[src/rtl/vga_pkg.sv]
// Shared types and constants for the VGA framebuffer write path.
package vga_pkg;

    typedef enum logic {ARB, OWN} vga_arb_state_e;

    localparam int VGA_ARB_DROP_CNT_W = 16;

endpackage

[src/rtl/vga_rr_pick.sv]
// Combinational rotating-priority encoder: the first valid requester
// found when scanning upward from last+1 (mod N_REQ).
module vga_rr_pick #(
    parameter int N_REQ = 3,
    parameter int IDX_W = $clog2(N_REQ)
) (
    input  logic [N_REQ-1:0] valid,
    input  logic [IDX_W-1:0] last,
    output logic [N_REQ-1:0] onehot,
    output logic [IDX_W-1:0] idx,
    output logic             any
);

    int k;

    // NOTE: every output gets a default before the scan so no path leaves a value unassigned and no latch is inferred.
    always_comb begin
        onehot = '0;
        idx    = '0;
        any    = 1'b0;
        k      = 0;
        for (int i = 0; i < N_REQ; i++) begin
            k = (int'(last) + 1 + i) % N_REQ;
            if (!any && valid[k]) begin
                onehot[k] = 1'b1;
                idx       = IDX_W'(k);
                any       = 1'b1;
            end
        end
    end

endmodule

[src/rtl/vga_fb_wr_arbiter.sv]
// Round-robin arbiter sharing the vga_top framebuffer write port between
// pixel producers, with burst limiting, resolution clipping and a held output register.
module vga_fb_wr_arbiter
    import vga_pkg::*;
#(
    parameter int N_REQ     = 3,
    parameter int X_W       = 11,
    parameter int Y_W       = 11,
    parameter int COLOR_W   = 2,
    parameter int MAX_BURST = 16
) (
    input  logic                          clk_i,
    input  logic                          arstn_i,
    input  logic [X_W-1:0]                res_x_i,
    input  logic [Y_W-1:0]                res_y_i,
    input  logic [N_REQ-1:0]              req_valid_i,
    output logic [N_REQ-1:0]              req_ready_o,
    input  logic [N_REQ*X_W-1:0]          req_x_i,
    input  logic [N_REQ*Y_W-1:0]          req_y_i,
    input  logic [N_REQ*COLOR_W-1:0]      req_color_i,
    output logic                          we_o,
    output logic [X_W-1:0]                addr_x_o,
    output logic [Y_W-1:0]                addr_y_o,
    output logic [COLOR_W-1:0]            color_o,
    input  logic                          wr_gnt_i,
    output logic [N_REQ-1:0]              grant_o,
    output logic [VGA_ARB_DROP_CNT_W-1:0] drop_cnt_o
);

    localparam int IDX_W   = $clog2(N_REQ);
    localparam int BURST_W = (MAX_BURST > 1) ? $clog2(MAX_BURST) : 1;
    localparam logic [IDX_W-1:0]   LAST_RST   = IDX_W'(N_REQ - 1);
    localparam logic [BURST_W-1:0] BURST_LAST = BURST_W'(MAX_BURST - 1);

    vga_arb_state_e       state_q, state_d;
    logic [N_REQ-1:0]     grant_q, grant_d;
    logic [IDX_W-1:0]     owner_q, owner_d;
    logic [IDX_W-1:0]     last_q, last_d;
    logic [BURST_W-1:0]   burst_q, burst_d;

    logic [N_REQ-1:0]     pick_onehot;
    logic [IDX_W-1:0]     pick_idx;
    logic                 pick_any;

    logic [X_W-1:0]       sel_x;
    logic [Y_W-1:0]       sel_y;
    logic [COLOR_W-1:0]   sel_color;
    logic                 owner_valid;
    logic                 drain, can_load, accept, in_range;

    logic                 we_q;
    logic [X_W-1:0]       x_q;
    logic [Y_W-1:0]       y_q;
    logic [COLOR_W-1:0]   color_q;
    logic [VGA_ARB_DROP_CNT_W-1:0] drop_q;

    vga_rr_pick #(
        .N_REQ (N_REQ),
        .IDX_W (IDX_W)
    ) u_pick (
        .valid  (req_valid_i),
        .last   (last_q),
        .onehot (pick_onehot),
        .idx    (pick_idx),
        .any    (pick_any)
    );

    always_comb begin
        sel_x       = '0;
        sel_y       = '0;
        sel_color   = '0;
        owner_valid = 1'b0;
        for (int k = 0; k < N_REQ; k++) begin
            if (owner_q == IDX_W'(k)) begin
                sel_x       = req_x_i[k*X_W +: X_W];
                sel_y       = req_y_i[k*Y_W +: Y_W];
                sel_color   = req_color_i[k*COLOR_W +: COLOR_W];
                owner_valid = req_valid_i[k];
            end
        end
    end

    // The output slot can take new data when empty or when it drains this cycle.
    assign drain       = we_q && wr_gnt_i;
    assign can_load    = !we_q || drain;
    assign accept      = (state_q == OWN) && owner_valid && can_load;
    assign in_range    = (sel_x < res_x_i) && (sel_y < res_y_i);
    assign req_ready_o = ((state_q == OWN) && can_load) ? grant_q : '0;

    always_comb begin
        state_d = state_q;
        grant_d = grant_q;
        owner_d = owner_q;
        last_d  = last_q;
        burst_d = burst_q;
        case (state_q)
            ARB: begin
                if (pick_any) begin
                    state_d = OWN;
                    grant_d = pick_onehot;
                    owner_d = pick_idx;
                    burst_d = '0;
                end
            end
            OWN: begin
                if (!owner_valid || (accept && burst_q == BURST_LAST)) begin
                    state_d = ARB;
                    grant_d = '0;
                    last_d  = owner_q;
                end else if (accept) begin
                    burst_d = burst_q + BURST_W'(1);
                end
            end
        endcase
    end

    // NOTE: sequential state uses non-blocking assignments so every register samples pre-edge values.
    always_ff @(posedge clk_i or negedge arstn_i) begin
        if (!arstn_i) begin
            state_q <= ARB;
            grant_q <= '0;
            owner_q <= '0;
            last_q  <= LAST_RST;
            burst_q <= '0;
        end else begin
            state_q <= state_d;
            grant_q <= grant_d;
            owner_q <= owner_d;
            last_q  <= last_d;
            burst_q <= burst_d;
        end
    end

    always_ff @(posedge clk_i or negedge arstn_i) begin
        if (!arstn_i) begin
            we_q    <= 1'b0;
            x_q     <= '0;
            y_q     <= '0;
            color_q <= '0;
        end else if (accept && in_range) begin
            we_q    <= 1'b1;
            x_q     <= sel_x;
            y_q     <= sel_y;
            color_q <= sel_color;
        end else if (drain) begin
            we_q    <= 1'b0;
        end
    end

    always_ff @(posedge clk_i or negedge arstn_i) begin
        if (!arstn_i) begin
            drop_q <= '0;
        end else if (accept && !in_range && drop_q != '1) begin
            drop_q <= drop_q + VGA_ARB_DROP_CNT_W'(1);
        end
    end

    assign we_o       = we_q;
    assign addr_x_o   = x_q;
    assign addr_y_o   = y_q;
    assign color_o    = color_q;
    assign grant_o    = grant_q;
    assign drop_cnt_o = drop_q;

endmodule

[config.mk]
export PLATFORM = sky130hd
export DESIGN_NAME = vga_fb_wr_arbiter
export DESIGN_NICKNAME = d
export VERILOG_FILES = /design/src/rtl/vga_pkg.sv /design/src/rtl/vga_rr_pick.sv /design/src/rtl/vga_fb_wr_arbiter.sv
export SDC_FILE = /design/constraint.sdc
export NUM_CORES = 1
export LEC_CHECK = 0
export CORE_MARGIN = 2
export CORE_UTILIZATION = 65
export CTS_BUF_LIST = sky130_fd_sc_hd__clkbuf_4 sky130_fd_sc_hd__clkbuf_8
export CTS_CLUSTER_DIAMETER = 200
export DETAILED_ROUTE_END_ITERATION = 16
export DONT_BUFFER_PORTS = 1
export PLACE_DENSITY = 0.92
export SYNTH_ARGS = -nofsm -noshare
export SYNTH_HDL_FRONTEND = slang
export SYNTH_HIERARCHICAL = 1
export SYNTH_SLANG_ARGS = --single-unit
[constraint.sdc]
create_clock -name clk_i -period 3.7 [get_ports clk_i]
set_input_delay 0.74 -clock clk_i [delete_from_list [all_inputs] [get_ports clk_i]]
set_output_delay 0.74 -clock clk_i [all_outputs]
set_load 0.01 [all_outputs]
==> flow_metrics.env, run 1 <==
export IMPL_synth_simple_area_share_pct=15.3
export IMPL_wire_per_inst_um=19.1
export IMPL_min_path_type="input port to asynchronous set/reset pin"
export IMPL_worstMarginPinSlew_ps=542
export IMPL_insertion_delay_ps=310
export IMPL_drcViolationCount=0
export IMPL_cts_tree="built"
export IMPL_cts_made_buffers=5
export IMPL_synth_top_family_by_area="multiplexers"
export IMPL_arrival_ps=3490
export IMPL_critPathMaxFanout=23
export IMPL_htree_levels=2
export IMPL_grt_setup_unrepaired="false"
export IMPL_finalSetupTns_ps=0
export IMPL_num_vias=2744
export IMPL_synth_edf_count=0
export IMPL_rrSetupSlack_ps=400
export IMPL_drive_gt1_share_pct=13.1
export IMPL_fp_row_count=27
export IMPL_synth_most_common_cell="nand2_1"
export IMPL_netlist_top_cells_area="dfrtp_1, ha_1, mux2i_1"
export IMPL_detailed_place_hpwl_mm=6.79
export IMPL_overflow=0
export IMPL_r2r_start="owner_q[0]"
export IMPL_async_flop_share_pct=100
export IMPL_clock_sinks=53
export IMPL_antenna_found_initial=0
export IMPL_p_leak_nw=1.77
export IMPL_routed_wl_mm=8.51
export IMPL_endpoint_kind="flip-flop"
export IMPL_max_freq_mhz=303
export IMPL_synth_top_cell_area_share_pct=36.3
export IMPL_postCtsHoldBufs=0
export IMPL_synth_nets=496
export IMPL_slew_headroom_pct=63.8
export IMPL_cts_resized=0
export IMPL_seq_power_share_pct=38.1
export IMPL_path_class="flip-flop to flip-flop"
export IMPL_yosys_area_top_type="dfrtp_1"
export IMPL_pwr_share_clk_pct=12.3
export IMPL_crit_chain="nor2b_2 -> buf_4 -> nand2_1 -> o21ai_0 -> ha_1 -> nand4_1 -> nor3_1 -> a2111oi_4 -> nand4_4 -> mux2_4"
export IMPL_power_total_mw=2.79
export IMPL_post_place_ws_ps=396
export IMPL_slowest_delay_ps=510
export IMPL_setup_viol=0
export IMPL_synth_common_cells="nand2_1, dfrtp_1, inv_1, mux2i_1, ha_1"
export IMPL_synth_compound_area_share_pct=11.8
export IMPL_drv_cap=0
export IMPL_core_sq_um=5410
export IMPL_fin_skew_ps=17.2
export IMPL_place_congestion=0.930
export IMPL_io_pins=147
export IMPL_clk_pin_slew_ps=110
export IMPL_irDropWorstVdd_mv=0.348
export IMPL_ys_warn_count=6
export IMPL_period_share_pct=89.2
export IMPL_intPower_mw=1.60
export IMPL_viasPerCell=6.17
export IMPL_die_x_um=78.3
export IMPL_finalCriticalPeriod_ps=3300
export IMPL_status="complete, no violations"
export IMPL_fp_dieArea_sq_um=6120
export IMPL_fin_nets=498
export IMPL_startpoint_type="flip-flop"
export IMPL_power_density_nw_per_um2=743
export IMPL_synth_avg_cell_area_sq_um=9.68
export IMPL_syn2layout_area_growth_pct=4.89
export IMPL_synthXorXnorAreaFrac_pct=4.16
export IMPL_die_y_um=78.3
export IMPL_drv_slew=0
export IMPL_p_sw_mw=1.19
export IMPL_synth_fa_ha_area_share_pct=9.08
export IMPL_hold_violations=0
export IMPL_comb_power_share_pct=49.5
export IMPL_n_antenna_cell=0
export IMPL_synth_cells=370
export IMPL_worst_slack_ps=401
export IMPL_floorplan_initialDensity_pct=66.3
export IMPL_required_ps=3890
export IMPL_portBuffers=0
export IMPL_drt_iter0_drc=112
export IMPL_ant_nets=0
export IMPL_root_buffer="clkbuf_8"
export IMPL_netlist_area_sq_um=3580
export IMPL_slowest_stage="nand4_4"
export IMPL_first_pass_iters=5
export IMPL_synth_area_mux_share_pct=17.6
export IMPL_ys_flop_type="dfrtp_1"
export IMPL_hold_ws_ps=110
export IMPL_grt_total_usage_pct=28.3
export IMPL_ys_seq_area_share_pct=37.0
export IMPL_grt_pass1_vias=2893
export IMPL_grt_max_degree=54
export IMPL_grt_pass1_wl_mm=13.7
export IMPL_ys_ff_latch=53
export IMPL_timing_rr_end="addr_x_o[9]"
export IMPL_clk_path_buf_depth=2
export IMPL_ff2ff_path_depth=10
export IMPL_p_sw_share_pct=42.6
export IMPL_n_fill_cell=434
export IMPL_postCtsSetupBuffers=0
export IMPL_ys_types=49
[critical path: cells and delay by family (launching register included)]
family | cells | cell delay (ps)
AOI/OAI and AO/OA | 2 | 580
DFF | 1 | 460
buffers and inverters | 1 | 250
muxes | 1 | 470
adders and majority gates | 1 | 330
and+or+nand+nor | 5 | 1090
[final cells by class]
type / instances / area, sq um / area share, %
multi-input combinational: 276 / 2080 / 55.2
clock buffer: 6 / 82.6 / 2.20
sequential: 53 / 1330 / 35.3
clock inverter: 2 / 13.8 / 0.366
tap: 72 / 90.1 / 2.40
timing repair buffer: 9 / 67.6 / 1.80
inverter: 27 / 101 / 2.70
[metal layers]
metal | global-route usage [%] | wire length (um) | vias up
met5 | 0 | 0 | -
met4 | 13.5 | 312 | 0
met3 | 8.28 | 659 | 28
met2 | 50.0 | 4320 | 133
li1 | - | - | 1300
met1 | 31.3 | 3220 | 1283
[state kept, by name, summed over array words and instances, names as in the netlist]
name / cells
drop_cnt_o: 16
addr_x_o: 11
addr_y_o: 11
burst_q: 4
grant_o: 3
color_o: 2
last_q: 2
owner_q: 2
state_q: 1
we_o: 1
[metrics by stage]
| stage | utilization, % | cells | instance area, sq um |
|---|---|---|---|
| floorplan | - | 370 | 3580 |
| global placement | 67.8 | 437 | 3660 |
| detailed placement | 67.8 | 437 | 3660 |
| CTS | 69.5 | 445 | 3760 |
| global route | 69.5 | 445 | 3760 |
| finish | 69.5 | 445 | 3760 |
[power by group through the flow]
stage / clock network [mW] / logic [mW] / registers, mW
after floorplan: 0 / 1.13 / 1.01
after global placement: 0 / 1.30 / 1.07
after detailed placement: 0 / 1.37 / 1.08
after CTS: 0.352 / 1.38 / 1.07
after global routing: 0.370 / 1.53 / 1.09
final: 0.345 / 1.38 / 1.07
[logic make-up (layout without fill, tap and decap cells)]
family	Yosys count	in the layout
buf+inv	41	44
simple gates	114	114
mux	54	54
compound gates	65	65
xor+xnor	17	17
flops	53	53
fa+ha+maj	26	26
[how the worst max path moves through the flow]
stage / end / start / cells after the start
2_1_floorplan: addr_x_o[0] / owner_q[0] / 11
3_3_place_gp: addr_x_o[7] / req_x_i[21] / 8
3_5_place_dp: addr_x_o[2] / req_x_i[21] / 8
4_1_cts: addr_y_o[0] / owner_q[0] / 10
5_1_grt: color_o[1] / owner_q[0] / 12
6_report: addr_x_o[9] / owner_q[0] / 10
[cells in the final DEF (no fill, tap or decap), types with 2 or more instances in the layout]
cell type  count
o211ai_1       2
ha_1          26
o21a_1         2
xnor2_1       14
a21oi_1       13
mux2i_1       27
nand2_1       58
nand2b_1       6
and2_1         2
o21ai_1        3
buf_4          9
xor2_1         3
dfrtp_1       52
a211oi_1       2
mux2_2        12
o21ai_0       24
nor2b_1        2
clkbuf_8       6
nand3_1       13
o21bai_1       3
nor3_1         3
nand4_1       10
nor2_1         9
inv_1         27
o31ai_1        2
mux2_4        15
and3_1         6
No activity file was read; power rests on OpenSTA's default activity.
==> inputs of run 2 (changes only) <==
--- a/config.mk
+++ b/config.mk
@@ -13,2 +13,3 @@
 export DONT_BUFFER_PORTS = 1
+export GPL_ROUTABILITY_DRIVEN = 0
 export PLACE_DENSITY = 0.92
--- a/constraint.sdc
+++ b/constraint.sdc
@@ -3,2 +3,2 @@
 set_output_delay 0.74 -clock clk_i [all_outputs]
-set_load 0.01 [all_outputs]
+set_load 0.1 [all_outputs]
==> run 2 against run 1 <==
Against the previous run: register-to-register slack worse by 90 ps; total power is 49% higher; non-clock buffer count is 18 higher; final cell count is 4.0% higher; largest power group is now registers; clock skew is 3.7 ps lower; sequential power is 75% higher; sequential share of layout area is 1.6 points lower; combinational power is 36% higher; critical path depth is 1 higher; critical path type unchanged; largest cell class unchanged; critical endpoint is now drop_cnt_o[11].
==> flow_metrics.env, run 2 (synthesis results as in run 1) <==
export IMPL_status="complete, no violations"
export IMPL_grt_max_degree=54
export IMPL_die_x_um=78.3
export IMPL_postCtsSetupBuffers=0
export IMPL_fin_skew_ps=13.5
export IMPL_cts_resized=0
export IMPL_path_class="flip-flop to flip-flop"
export IMPL_p_leak_nw=1.88
export IMPL_power_density_nw_per_um2=1060
export IMPL_die_y_um=78.3
export IMPL_crit_chain="buf_12 -> mux2i_1 -> o21ai_0 -> ha_1 -> nand4_1 -> a2111oi_0 -> o21ai_1 -> a31oi_2 -> buf_4 -> nand4_1 -> xnor2_1"
export IMPL_fp_dieArea_sq_um=6120
export IMPL_largest_reg_flops=16
export IMPL_comb_power_share_pct=45.1
export IMPL_layout_commonest_cell="nand2_1"
export IMPL_grt_setup_unrepaired="false"
export IMPL_drive_gt1_share_pct=17.1
export IMPL_startpoint_type="flip-flop"
export IMPL_period_share_pct=91.6
export IMPL_p_sw_mw=2.45
export IMPL_p_sw_share_pct=59.0
export IMPL_ant_nets=0
export IMPL_setup_viol=0
export IMPL_floorplan_initialDensity_pct=66.3
export IMPL_n_antenna_cell=0
export IMPL_finalCriticalPeriod_ps=3390
export IMPL_critPathMaxFanout=28
export IMPL_required_ps=3860
export IMPL_grt_pass1_vias=3045
export IMPL_min_path_type="input port to asynchronous set/reset pin"
export IMPL_clk_pin_slew_ps=100
export IMPL_drt_iter0_drc=165
export IMPL_core_sq_um=5410
export IMPL_io_pins=147
export IMPL_portBuffers=0
export IMPL_cpMostUsedCell="nand4_1"
export IMPL_viasPerCell=6.30
export IMPL_antenna_found_initial=0
export IMPL_cts_made_buffers=5
export IMPL_seq_power_share_pct=45.1
export IMPL_routed_wl_mm=8.87
export IMPL_fin_nets=516
export IMPL_intPower_mw=1.70
export IMPL_slowest_delay_ps=530
export IMPL_max_freq_mhz=295
export IMPL_wire_per_inst_um=19.1
export IMPL_slew_headroom_pct=35.6
export IMPL_arrival_ps=3550
export IMPL_insertion_delay_ps=310
export IMPL_cts_tree="built"
export IMPL_postCtsHoldBufs=0
export IMPL_worstMarginPinSlew_ps=966
export IMPL_final_cell_mix="nand2_1, dfrtp_1, mux2i_1, inv_1, ha_1"
export IMPL_num_vias=2915
export IMPL_grt_pass1_wl_mm=14.3
export IMPL_fp_row_count=27
export IMPL_hold_violations=0
export IMPL_critPathTopFamily="compound AO/OA/AOI/OAI gates"
export IMPL_clock_sinks=53
export IMPL_first_pass_iters=4
export IMPL_hold_ws_ps=110
export IMPL_finalSetupTns_ps=0
export IMPL_drcViolationCount=0
export IMPL_path_buf_inv=2
export IMPL_grt_total_usage_pct=29.4
export IMPL_irDropWorstVdd_mv=0.581
export IMPL_slowest_stage="a2111oi_0"
export IMPL_clk_path_buf_depth=2
export IMPL_htree_levels=2
export IMPL_root_buffer="clkbuf_8"
export IMPL_overflow=0
export IMPL_detailed_place_hpwl_mm=6.91
export IMPL_endpoint_kind="flip-flop"
export IMPL_syn2layout_area_growth_pct=9.88
export IMPL_pwr_share_clk_pct=9.9
export IMPL_drv_slew=0
export IMPL_drv_cap=0
## run 2: cell count changes in the layout (fill, tap and decap cells not counted)
cell	change
bufinv_16	+1
clkbuf_4	+1
clkinv_2	-1
buf_4	+16
clkbuf_8	-1
buf_12	+2
## run 2: per-stage QoR
stage | setup slack, ps | std cells | utilization (%) | area (sq um) | total power [mW]
2_1_floorplan | 561 | 370 | - | 3580 | 3.34
3_3_place_gp | 512 | 455 | 70.7 | 3820 | 3.65
3_5_place_dp | 425 | 455 | 70.7 | 3820 | 3.73
4_1_cts | 430 | 463 | 72.8 | 3940 | 4.14
5_1_grt | 173 | 463 | 72.8 | 3940 | 4.35
6_report | 311 | 463 | 72.8 | 3940 | 4.16
## run 2: layout make-up
| cell class | instances | area [sq um] |
|---|---|---|
| Timing Repair Buffer | 27 | 228 |
| Inverter | 27 | 101 |
| Clock inverter | 2 | 38.8 |
| Fill cell | 397 | 1470 |
| Sequential cell | 53 | 1330 |
| Clock buffer | 6 | 76.3 |
| Multi-Input combinational cell | 276 | 2080 |
| Tap cell | 72 | 90.1 |
## run 2: path summary, 6_finish.rpt
check	start	depth (start not counted)	endpoint	slack [ps]
setup / recovery	owner_q[0]	11	drop_cnt_o[11]	310
hold / removal	arstn_i	0	addr_y_o[8]	110
setup reg to reg	owner_q[0]	11	drop_cnt_o[11]	310
hold reg to reg	burst_q[0]	1	burst_q[0]	550
max in group asynchronous	arstn_i	0	last_q[1]	3380
min in group clk_i	burst_q[0]	1	burst_q[0]	550
## run 2: power groups by stage
| stage | logic [mW] | clock network [mW] | registers [mW] |
|---|---|---|---|
| after floorplan | 1.19 | 0 | 2.15 |
| after CTS | 1.86 | 0.410 | 1.87 |
| after detailed placement | 1.85 | 0 | 1.89 |
| after global placement | 1.78 | 0 | 1.88 |
| after global routing | 2.01 | 0.440 | 1.90 |
| final | 1.87 | 0.410 | 1.87 |
## run 2: worst register-to-register path, delay by kind of cell (launching register included)
kind            cells  cell delay (ps)
buf+inv             2              490
fa+ha+maj           1              350
xor+xnor            1              150
mux                 1              200
compound gates      4             1350
simple gates        2              300
flops               1              410
## run 2: routing by layer
layer	up-vias	global-route usage (%)	wire (um)
met5	-	0	0
met4	0	12.1	321
met3	30	8.74	738
met2	157	53.5	4500
met1	1397	31.9	3310
li1	1331	-	-
==> inputs of run 3 (changes only) <==
CORE_UTILIZATION = 57   (was 65)
PLACE_DENSITY = 0.83   (was 0.92)
==> run 3 against run 2 <==
Against the previous run: sequential cell count unchanged; clock power down 16%; sequential share of layout area is 0.25 points higher; first-iteration DRC count fell by 51%; total power is 2.7% lower; maximum frequency is 0.93% higher; via count down 3.3%; utilization down 7.6 points; combinational power shrank 2%.
==> flow_metrics.env, run 3 (synthesis results as in run 1) <==
export IMPL_overflow=0
export IMPL_period_share_pct=90.7
export IMPL_fin_skew_ps=9.11
export IMPL_use_met3_pct=7.85
export IMPL_slowest_delay_ps=480
export IMPL_worst_slack_ps=342
export IMPL_power_density_nw_per_um2=1040
export IMPL_die_y_um=83.3
export IMPL_grt_use_met2_pct=43.3
export IMPL_layout_commonest_cell="nand2_1"
export IMPL_grt_pass1_wl_mm=14.1
export IMPL_placed_cell_area_sq_um=3810
export IMPL_power_total_mw=4.05
export IMPL_cts_tree="built"
export IMPL_n_antenna_cell=0
export IMPL_status="complete, no violations"
export IMPL_slowest_stage="dfrtp_1"
export IMPL_grt_pass1_vias=2892
export IMPL_finalCriticalPeriod_ps=3360
export IMPL_irDropWorstVdd_mv=0.694
export IMPL_final_cell_area_sq_um=3910
export IMPL_fin_nets=516
export IMPL_finalSetupTns_ps=0
export IMPL_endpoint_kind="flip-flop"
export IMPL_first_pass_iters=4
export IMPL_root_buffer="clkbuf_8"
export IMPL_placedCellCount=458
export IMPL_post_place_ws_ps=291
export IMPL_clk_pin_slew_ps=100
export IMPL_detailed_place_hpwl_mm=6.81
export IMPL_arrival_ps=3550
export IMPL_portBuffers=0
export IMPL_grt_max_degree=54
export IMPL_postCtsSetupBuffers=0
export IMPL_final_cells=466
export IMPL_drv_slew=0
export IMPL_die_x_um=83.3
export IMPL_use_met1_pct=29.8
export IMPL_drv_cap=0
export IMPL_worstMarginPinSlew_ps=965
export IMPL_required_ps=3890
export IMPL_max_freq_mhz=298
export IMPL_postCtsHoldBufs=0
export IMPL_grt_busiest_layer="met2"
export IMPL_viasPerCell=6.05
export IMPL_fin_util_pct=65.2
export IMPL_io_pins=147
export IMPL_clock_sinks=53
export IMPL_antenna_found_initial=0
export IMPL_cts_made_buffers=5
export IMPL_grt_total_usage_pct=24.7
export IMPL_grt_setup_unrepaired="false"
export IMPL_core_sq_um=5990
export IMPL_path_class="flip-flop to flip-flop"
export IMPL_critPathMaxFanout=25
export IMPL_syn2layout_area_growth_pct=9.08
export IMPL_p_leak_nw=1.86
export IMPL_hold_violations=0
export IMPL_wire_per_inst_um=18.5
export IMPL_insertion_delay_ps=310
export IMPL_crit_chain="buf_12 -> mux2i_1 -> o21ai_0 -> ha_1 -> nand4_1 -> a2111oi_0 -> o21ai_1 -> a31oi_2 -> or3b_1 -> xnor2_1"
export IMPL_floorplan_initialDensity_pct=59.8
export IMPL_startpoint_type="flip-flop"
export IMPL_min_path_type="input port to asynchronous set/reset pin"
export IMPL_routed_wl_mm=8.63
export IMPL_htree_levels=2
export IMPL_drt_iter0_drc=81
export IMPL_drcViolationCount=0
export IMPL_num_vias=2818
export IMPL_cts_resized=0
export IMPL_setup_viol=0
export IMPL_clk_path_buf_depth=2
export IMPL_slew_headroom_pct=35.7
export IMPL_fp_row_count=28
export IMPL_ant_nets=0
export IMPL_hold_ws_ps=110
export IMPL_fp_dieArea_sq_um=6940
export IMPL_drive_gt1_share_pct=17.1
export IMPL_final_cell_mix="nand2_1, dfrtp_1, mux2i_1, inv_1"
export IMPL_largest_reg_flops=16
==> run 3: final timing paths <==
kind | slack, ps | from | cells after the start | to
hold reg to reg | 520 | burst_q[0] | 1 | burst_q[0]
max in group asynchronous | 3390 | arstn_i | 0 | last_q[1]
min in group clk_i | 520 | burst_q[0] | 1 | burst_q[0]
setup / recovery | 340 | owner_q[0] | 10 | drop_cnt_o[6]
setup reg to reg | 340 | owner_q[0] | 10 | drop_cnt_o[6]
hold / removal | 110 | arstn_i | 0 | addr_x_o[2]
==> run 3: critical path, delay by kind of cell, from the launching register on <==
family	cells	cell delay [ps]
muxes	1	220
and+or+nand+nor	2	580
AOI/OAI and AO/OA	4	1230
DFF	1	480
adders and majority gates	1	330
xor gates and xnor gates	1	140
buffers and inverters	1	250
==> run 3: layout make-up <==
class / count / area [sq um]
fill: 498 / 2080
multi-input combinational: 276 / 2080
timing repair buffer: 27 / 215
clock inverter: 3 / 26.3
clock buffer: 5 / 68.8
inverter: 27 / 101
sequential: 53 / 1330
tap: 75 / 93.8
==> run 3: metal layers <==
metal / part of all wire (%) / wire length (um)
met4: 1.0 / 88
met3: 8.3 / 717
met2: 50 / 4360
met5: 0 / 0
met1: 40 / 3470
==> run 3: where the power goes <==
group	leakage [nW]	switching (mW)	total (mW)	internal [mW]
clock	0.0487	0.207	0.346	0.138
sequential	0.678	1.11	1.87	0.764
combinational	1.14	1.11	1.83	0.712
total	1.86	2.43	4.05	1.61
